`src/rtl/store_buffer_if.sv`:
```
// Store buffer bus: store request path, load probe path, memory write port
// and occupancy status, grouped so the pipeline side and the buffer share one bundle.
interface store_buffer_if #(
  parameter int DEPTH = 4,
  parameter int AW    = 32,
  parameter int DW    = 32
);
  localparam int CW = $clog2(DEPTH) + 1;

  logic          st_valid_i;
  logic [AW-1:0] st_addr_i;
  logic [DW-1:0] st_data_i;
  logic          st_ready_o;

  logic          ld_valid_i;
  logic [AW-1:0] ld_addr_i;
  logic          ld_hit_o;
  logic [DW-1:0] ld_data_o;
  logic          ld_stall_o;

  logic          mem_wr_o;
  logic [AW-1:0] mem_adr_o;
  logic [DW-1:0] mem_data_o;

  logic [CW-1:0] count_o;
  logic          empty_o;

  modport master (
    output st_valid_i, st_addr_i, st_data_i, ld_valid_i, ld_addr_i,
    input  st_ready_o, ld_hit_o, ld_data_o, ld_stall_o,
    input  mem_wr_o, mem_adr_o, mem_data_o, count_o, empty_o
  );

  modport slave (
    input  st_valid_i, st_addr_i, st_data_i, ld_valid_i, ld_addr_i,
    output st_ready_o, ld_hit_o, ld_data_o, ld_stall_o,
    output mem_wr_o, mem_adr_o, mem_data_o, count_o, empty_o
  );
endinterface

```
`src/rtl/store_buffer.sv`:
```
// In-order store buffer between the MEM-stage store path and the single-ported
// data memory. Stores retire into a circular FIFO and drain one per load-free
// cycle; loads are checked against pending entries.
// Optional macro STORE_BUFFER_FWD_EN: forward the youngest matching store to a
// load in the same cycle. Without it a matching load stalls while the buffer
// drains until the match clears.
module store_buffer #(
  parameter int DEPTH = 4,
  parameter int AW    = 32,
  parameter int DW    = 32
) (
  input logic          clk_i,
  input logic          rst_i,
  store_buffer_if.slave bus
);
  localparam int PW = $clog2(DEPTH);
  localparam int CW = PW + 1;

  logic [AW-1:0] addr_q [DEPTH];
  logic [DW-1:0] data_q [DEPTH];
  logic [PW-1:0] wr_ptr;
  logic [PW-1:0] rd_ptr;
  logic [CW-1:0] count;

  logic          empty;
  logic          full;
  logic          push;
  logic          pop;
  logic          match_any;
  logic [DW-1:0] match_data;

  assign empty = (count == '0);
  assign full  = (count == CW'(DEPTH));
  assign push  = bus.st_valid_i & ~full;
  assign pop   = bus.mem_wr_o;

  // Walk entries oldest to youngest so the last match seen is the youngest;
  // an entry being pushed this cycle is not yet counted.
  always_comb begin
    logic [PW-1:0] idx;
    match_any  = 1'b0;
    match_data = '0;
    idx        = '0;
    for (int k = 0; k < DEPTH; k++) begin
      idx = rd_ptr + PW'(k);
      if ((CW'(k) < count) && (addr_q[idx][AW-1:2] == bus.ld_addr_i[AW-1:2])) begin
        match_any  = 1'b1;
        match_data = data_q[idx];
      end
    end
  end

  // Load response and memory-port arbitration; loads always own the port
  // unless they are being held for a pending store.
  always_comb begin
`ifdef STORE_BUFFER_FWD_EN
    bus.ld_hit_o   = bus.ld_valid_i & match_any;
    bus.ld_data_o  = (bus.ld_valid_i & match_any) ? match_data : '0;
    bus.ld_stall_o = 1'b0;
    bus.mem_wr_o   = ~empty & ~bus.ld_valid_i;
`else
    bus.ld_hit_o   = 1'b0;
    bus.ld_data_o  = '0;
    bus.ld_stall_o = bus.ld_valid_i & match_any;
    bus.mem_wr_o   = ~empty & (~bus.ld_valid_i | bus.ld_stall_o);
`endif
  end

  assign bus.st_ready_o = ~full;
  assign bus.mem_adr_o  = empty ? '0 : addr_q[rd_ptr];
  assign bus.mem_data_o = empty ? '0 : data_q[rd_ptr];
  assign bus.count_o    = count;
  assign bus.empty_o    = empty;

  // Pointer and occupancy bookkeeping; reset discards everything pending.
  always_ff @(posedge clk_i or negedge rst_i) begin
    if (!rst_i) begin
      wr_ptr <= '0;
      rd_ptr <= '0;
      count  <= '0;
    end else begin
      if (push) wr_ptr <= wr_ptr + 1'b1;
      if (pop)  rd_ptr <= rd_ptr + 1'b1;
      case ({push, pop})
        2'b10:   count <= count + 1'b1;
        2'b01:   count <= count - 1'b1;
        default: count <= count;
      endcase
    end
  end

  // Entry storage carries no reset; validity comes from count alone.
  always_ff @(posedge clk_i) begin
    if (push) begin
      addr_q[wr_ptr] <= bus.st_addr_i;
      data_q[wr_ptr] <= bus.st_data_i;
    end
  end
endmodule

```
`src/flat_wrapper.sv`:
```
// flat-port wrapper written by rule: the top's interface ports become plain ports
module store_buffer_flat 
#(
  parameter int DEPTH = 4,
  parameter int AW    = 32,
  parameter int DW    = 32
)
  (clk_i, rst_i, bus_st_valid_i, bus_st_addr_i, bus_st_data_i, bus_ld_valid_i, bus_ld_addr_i, bus_st_ready_o, bus_ld_hit_o, bus_ld_data_o, bus_ld_stall_o, bus_mem_wr_o, bus_mem_adr_o, bus_mem_data_o, bus_count_o, bus_empty_o);
  store_buffer_if #(.DEPTH(DEPTH), .AW(AW), .DW(DW)) bus_i ();
  input logic clk_i;
  input logic rst_i;
  input wire logic [$bits(bus_i.st_valid_i)-1:0] bus_st_valid_i;
  input wire logic [$bits(bus_i.st_addr_i)-1:0] bus_st_addr_i;
  input wire logic [$bits(bus_i.st_data_i)-1:0] bus_st_data_i;
  input wire logic [$bits(bus_i.ld_valid_i)-1:0] bus_ld_valid_i;
  input wire logic [$bits(bus_i.ld_addr_i)-1:0] bus_ld_addr_i;
  output wire logic [$bits(bus_i.st_ready_o)-1:0] bus_st_ready_o;
  output wire logic [$bits(bus_i.ld_hit_o)-1:0] bus_ld_hit_o;
  output wire logic [$bits(bus_i.ld_data_o)-1:0] bus_ld_data_o;
  output wire logic [$bits(bus_i.ld_stall_o)-1:0] bus_ld_stall_o;
  output wire logic [$bits(bus_i.mem_wr_o)-1:0] bus_mem_wr_o;
  output wire logic [$bits(bus_i.mem_adr_o)-1:0] bus_mem_adr_o;
  output wire logic [$bits(bus_i.mem_data_o)-1:0] bus_mem_data_o;
  output wire logic [$bits(bus_i.count_o)-1:0] bus_count_o;
  output wire logic [$bits(bus_i.empty_o)-1:0] bus_empty_o;
  assign bus_i.st_valid_i = bus_st_valid_i;
  assign bus_i.st_addr_i = bus_st_addr_i;
  assign bus_i.st_data_i = bus_st_data_i;
  assign bus_i.ld_valid_i = bus_ld_valid_i;
  assign bus_i.ld_addr_i = bus_ld_addr_i;
  assign bus_st_ready_o = bus_i.st_ready_o;
  assign bus_ld_hit_o = bus_i.ld_hit_o;
  assign bus_ld_data_o = bus_i.ld_data_o;
  assign bus_ld_stall_o = bus_i.ld_stall_o;
  assign bus_mem_wr_o = bus_i.mem_wr_o;
  assign bus_mem_adr_o = bus_i.mem_adr_o;
  assign bus_mem_data_o = bus_i.mem_data_o;
  assign bus_count_o = bus_i.count_o;
  assign bus_empty_o = bus_i.empty_o;
  store_buffer #(.DEPTH(DEPTH), .AW(AW), .DW(DW)) u_core (.clk_i(clk_i), .rst_i(rst_i), .bus(bus_i));
endmodule
```
`config.mk`:
```
export PLATFORM = sky130hd
export DESIGN_NAME = store_buffer_flat
export DESIGN_NICKNAME = d
export VERILOG_FILES = /design/src/rtl/store_buffer_if.sv /design/src/rtl/store_buffer.sv /design/src/flat_wrapper.sv
export SDC_FILE = /design/constraint.sdc
export NUM_CORES = 1
export LEC_CHECK = 0
export ABC_AREA = 1
export ABC_CLOCK_PERIOD_IN_PS = 4860
export BUFFER_PORTS_ARGS = -buffer_cell sky130_fd_sc_hd__buf_4
export CAP_MARGIN = 30
export CORE_MARGIN = 4
export CORE_UTILIZATION = 29
export DETAILED_ROUTE_END_ITERATION = 7
export PLACE_DENSITY = 0.43
export SETUP_SLACK_MARGIN = 0.5
export SLEW_MARGIN = 20
export SYNTH_ARGS = -nofsm -noshare
export SYNTH_HDL_FRONTEND = slang
export SYNTH_SLANG_ARGS = --single-unit
```
`constraint.sdc`:
```
create_clock -name clk_i -period 4.86 [get_ports clk_i]
set_clock_uncertainty 0.1 [all_clocks]
set_input_delay 0.972 -clock clk_i [delete_from_list [all_inputs] [get_ports clk_i]]
set_output_delay 0.972 -clock clk_i [all_outputs]
set_load 0.01 [all_outputs]
```
==> flow_summary_export.csv <==
group,metric,value,unit
clock_tree,cts-hold-fix-buffers,0,
global_routing,grt_max_degree,54,
logic_synthesis,synth_area_per_cell,8.06,um2
route,via_per_inst,4.85,
sta,tightest_slew,0.864,ns
global_routing,grt-ovfl-total,0,
clock_tree,clkLatencyLatePin,0.55,ns
sta,grt_setup_unrepaired,"yes",
worst_setup_path,crit_top_cell,"nand2_1",
cells_and_area,design_area,0.0186,mm2
sta,totalNegativeSetupSlack,0,ns
route,drtIter0Drc,1157,
power_and_ir_drop,ir_worst_vdd,0.325,mV
global_routing,antenna_found_initial,6,
global_routing,grt_pass1_vias,12324,
placed_design,port_buffers,168,
logic_synthesis,synth_cells,1840,
cells_and_area,nets,2131,
worst_setup_path,worstPathRequired,3.79,ns
status,outcome,"completed",
route,firstDrtPassIters,5,
sta,whs,0.136,ns
sta,min_period_over_period,85.8,%
clock_tree,cts_root_buf,"clkbuf_16",
worst_setup_path,ff2ff_path_depth,22,
clock_tree,clk_pin_slew,0.06,ns
worst_setup_path,crit_path_max_incr_delay,0.60,ns
route,drc_errors,0,
power_and_ir_drop,combPwrFrac,58.0,%
worst_setup_path,rrSetupSlack,1.51,ns
min_path,worst_hold_path_type,"in -> async",
sta,hold_viol_final,0,
die,fp.dieArea,0.0548,mm2
logic_synthesis,ys_seq_area_share,53.0,%
power_and_ir_drop,switching_share,46.5,%
cells_and_area,syn_to_final_growth,25.5,%
logic_synthesis,ys_ff_latch,263,
clock_tree,clock_path_buffers,3,
worst_setup_path,end_kind,"primary output",
route,vias,13191,
placed_design,dpl_cell_area,0.0167,mm2
worst_setup_path,crit_chain,"buf_4 > nand2_4 > nand2_8 > buf_6 > nand3_1 > nand2_1 > nand2_1 > nand2_1 > nor2_2 > nand2_1 > nor2_1 > nand2_1 > nor2_2 > nor2_2 > a21boi_2 > buf_4",
global_routing,track_usage,19.1,%
die,die_w,234,um
logic_synthesis,synth-warning-count,0,
worst_setup_path,startpoint_type,"register",
job,max_cap_violations,0,
logic_synthesis,syn_area,0.0148,mm2
power_and_ir_drop,power.leakage,8.25,nW
global_routing,grt_first_pass_wirelength,77.5,mm
sta,fmax,0.240,GHz
power_and_ir_drop,p_per_area,726,mW/mm2
die,start_util,29.4,%
worst_setup_path,cp_data_arrival_time,3.10,ns
clock_tree,cts_num_sinks,263,
worst_setup_path,r2r-start,"u_core.rd_ptr[0]$_DFFE_PN0P_",
worst_setup_path,cp_slowest_cell,"dfrtp_4",
power_and_ir_drop,internal_power,0.00723,W
die,core_region_area,0.0504,mm2
placed_design,place.gp.congestion,0.855,
power_and_ir_drop,seqPwrFrac,23.8,%
worst_setup_path,path_max_fanout,17,
die,die_y,234,um
sta,finalSetupViolCount,0,
power_and_ir_drop,switchingPower,0.00627,W
cells_and_area,layout-drive-gt1-share,15.6,%
placed_design,detailed_place_hpwl,34.6,mm
route,ant_nets,0,
worst_setup_path,rr_endpoint,"u_core.bus.count_o[2]$_DFFE_PN0P_",
clock_tree,tritoncts,"yes",
route,routed_wl,55.7,mm
sta,drv_slew,0,
sta,period_needed,4.17,ns
die,row_count,82,
sta,slew_headroom,42.4,%
clock_tree,h-tree-depth,2,
logic_synthesis,ys_types,26,
worst_setup_path,crit_type,"reg -> out",
route,wire_per_inst,20.5,um
power_and_ir_drop,p_clk_share,18.2,%
clock_tree,numCtsBuffers,34,
die,ios,204,
registers in the layout (all words and copies together) (netlist names):
register and cells:
u_core.addr_q 128, u_core.bus.count_o 3, u_core.data_q 128, u_core.rd_ptr 2
u_core.wr_ptr 2
synthesized netlist by cell type:
cell      number  share of area (%)
o21ai_1        2              0.067
buf_4         49                2.5
inv_1         87                2.2
o21ai_0       23               0.78
nand2_1      819                 21
clkbuf_1      24               0.61
ha_1           9               0.76
dfrtp_1        7                1.2
a21boi_0       2               0.10
clkinv_1       2              0.051
nand2_4        1              0.076
nand3_1      311                 10
xnor2_1        2               0.12
nand3_2        1              0.067
a21oi_1        3               0.10
inv_4          2              0.084
conb_1         1              0.025
xor2_1         6               0.35
edfxtp_1     256                 52
buf_1          9               0.23
buf_2         32                1.1
nor2_1       117                3.0
a22oi_1       34                1.7
a31oi_1       34                1.4
nand2_2        2              0.084
buf_6          5               0.38
layout by cell type, fill, tap and decap left out, drive strengths merged:
master	instances
buf	219
a22oi	34
clkbuf	52
bufinv	2
conb	33
nand2	823
inv	92
o21ai	25
a21boi	2
bufbuf	3
clkinv	12
nor2	117
edfxtp	256
clkinvlp	1
a21oi	3
xnor2	2
a31oi	34
dfrtp	7
ha	9
diode	4
nand3	312
xor2	6
worst max-delay path, delay by kind of cell (launching register included):
kind | cells | cell delay (ns)
buf+inv | 3 | 0.56
compound gates | 1 | 0.23
flops | 1 | 0.60
simple gates | 12 | 1.13
through the flow:
step	power, W	setup slack [ns]	cells	utilization [%]
after floorplan	0.00744	0.443	1872	-
after global placement	0.00989	0.613	2620	33.1
after detailed placement	0.00996	0.556	2621	33.1
after CTS	0.0132	0.531	2701	36.2
after global routing	0.0145	0.483	2717	36.9
final	0.0135	0.691	2720	36.9
power groups by stage:
stage               Clock (W)  Combinational [W]  Sequential, W
detailed placement          0            0.00670        0.00325
finish                0.00246            0.00783        0.00321
global placement            0            0.00664        0.00325
global route          0.00262            0.00861        0.00325
CTS                   0.00252            0.00742        0.00321
floorplan                   0            0.00424        0.00321
layout make-up:
cell class	count	area (um2)
diodes	4	10.0
clock buffers	43	905
clock inverters	15	166
fillers	5184	31800
inverters	91	367
multi-input cells	1400	6190
flip-flops and latches	263	7870
well taps	672	841
repair buffers	231	2250
repair inverters	1	8.76
per-layer routing:
layer / GRT usage [%] / vias to the layer above / routed length, um
met5: 0 / - / 43
met4: 6.37 / 6 / 1670
met3: 4.14 / 94 / 4160
met2: 31.7 / 462 / 26100
met1: 24.9 / 6181 / 23600
li1: - / 6448 / -
logic make-up (layout without fill, tap and decap cells):
family,after synthesis,after routing,synth area share (%)
compound gates,98,98,4.20
xor+xnor,8,8,0.472
fa+ha+maj,9,9,0.759
buf+inv,210,381,7.11
flops,263,263,53.0
other cells,1,37,0.0253
simple gates,1251,1252,34.4
what timing repair did:
item | in CTS | in global routing
buffers inserted | 13 | 5
pin swaps | 1 | 4
gates resized for setup | 35 | 31
endpoints found under the setup margin | 2 | 2
gates cloned | 9 | 10
worst max path at each step:
stage / start / cells past startpoint / endpoint
floorplan: bus_st_valid_i / 2 / u_core.addr_q[0][0]$_DFFE_PP_
global placement: u_core.rd_ptr[0]$_DFFE_PN0P_ / 15 / bus_ld_stall_o
detailed placement: u_core.rd_ptr[0]$_DFFE_PN0P_ / 15 / bus_ld_stall_o
CTS: u_core.rd_ptr[0]$_DFFE_PN0P_ / 16 / bus_mem_wr_o
global route: u_core.rd_ptr[0]$_DFFE_PN0P_ / 17 / bus_mem_wr_o
finish: u_core.rd_ptr[0]$_DFFE_PN0P_ / 16 / bus_ld_stall_o
Power figures use the tool's default switching activity.
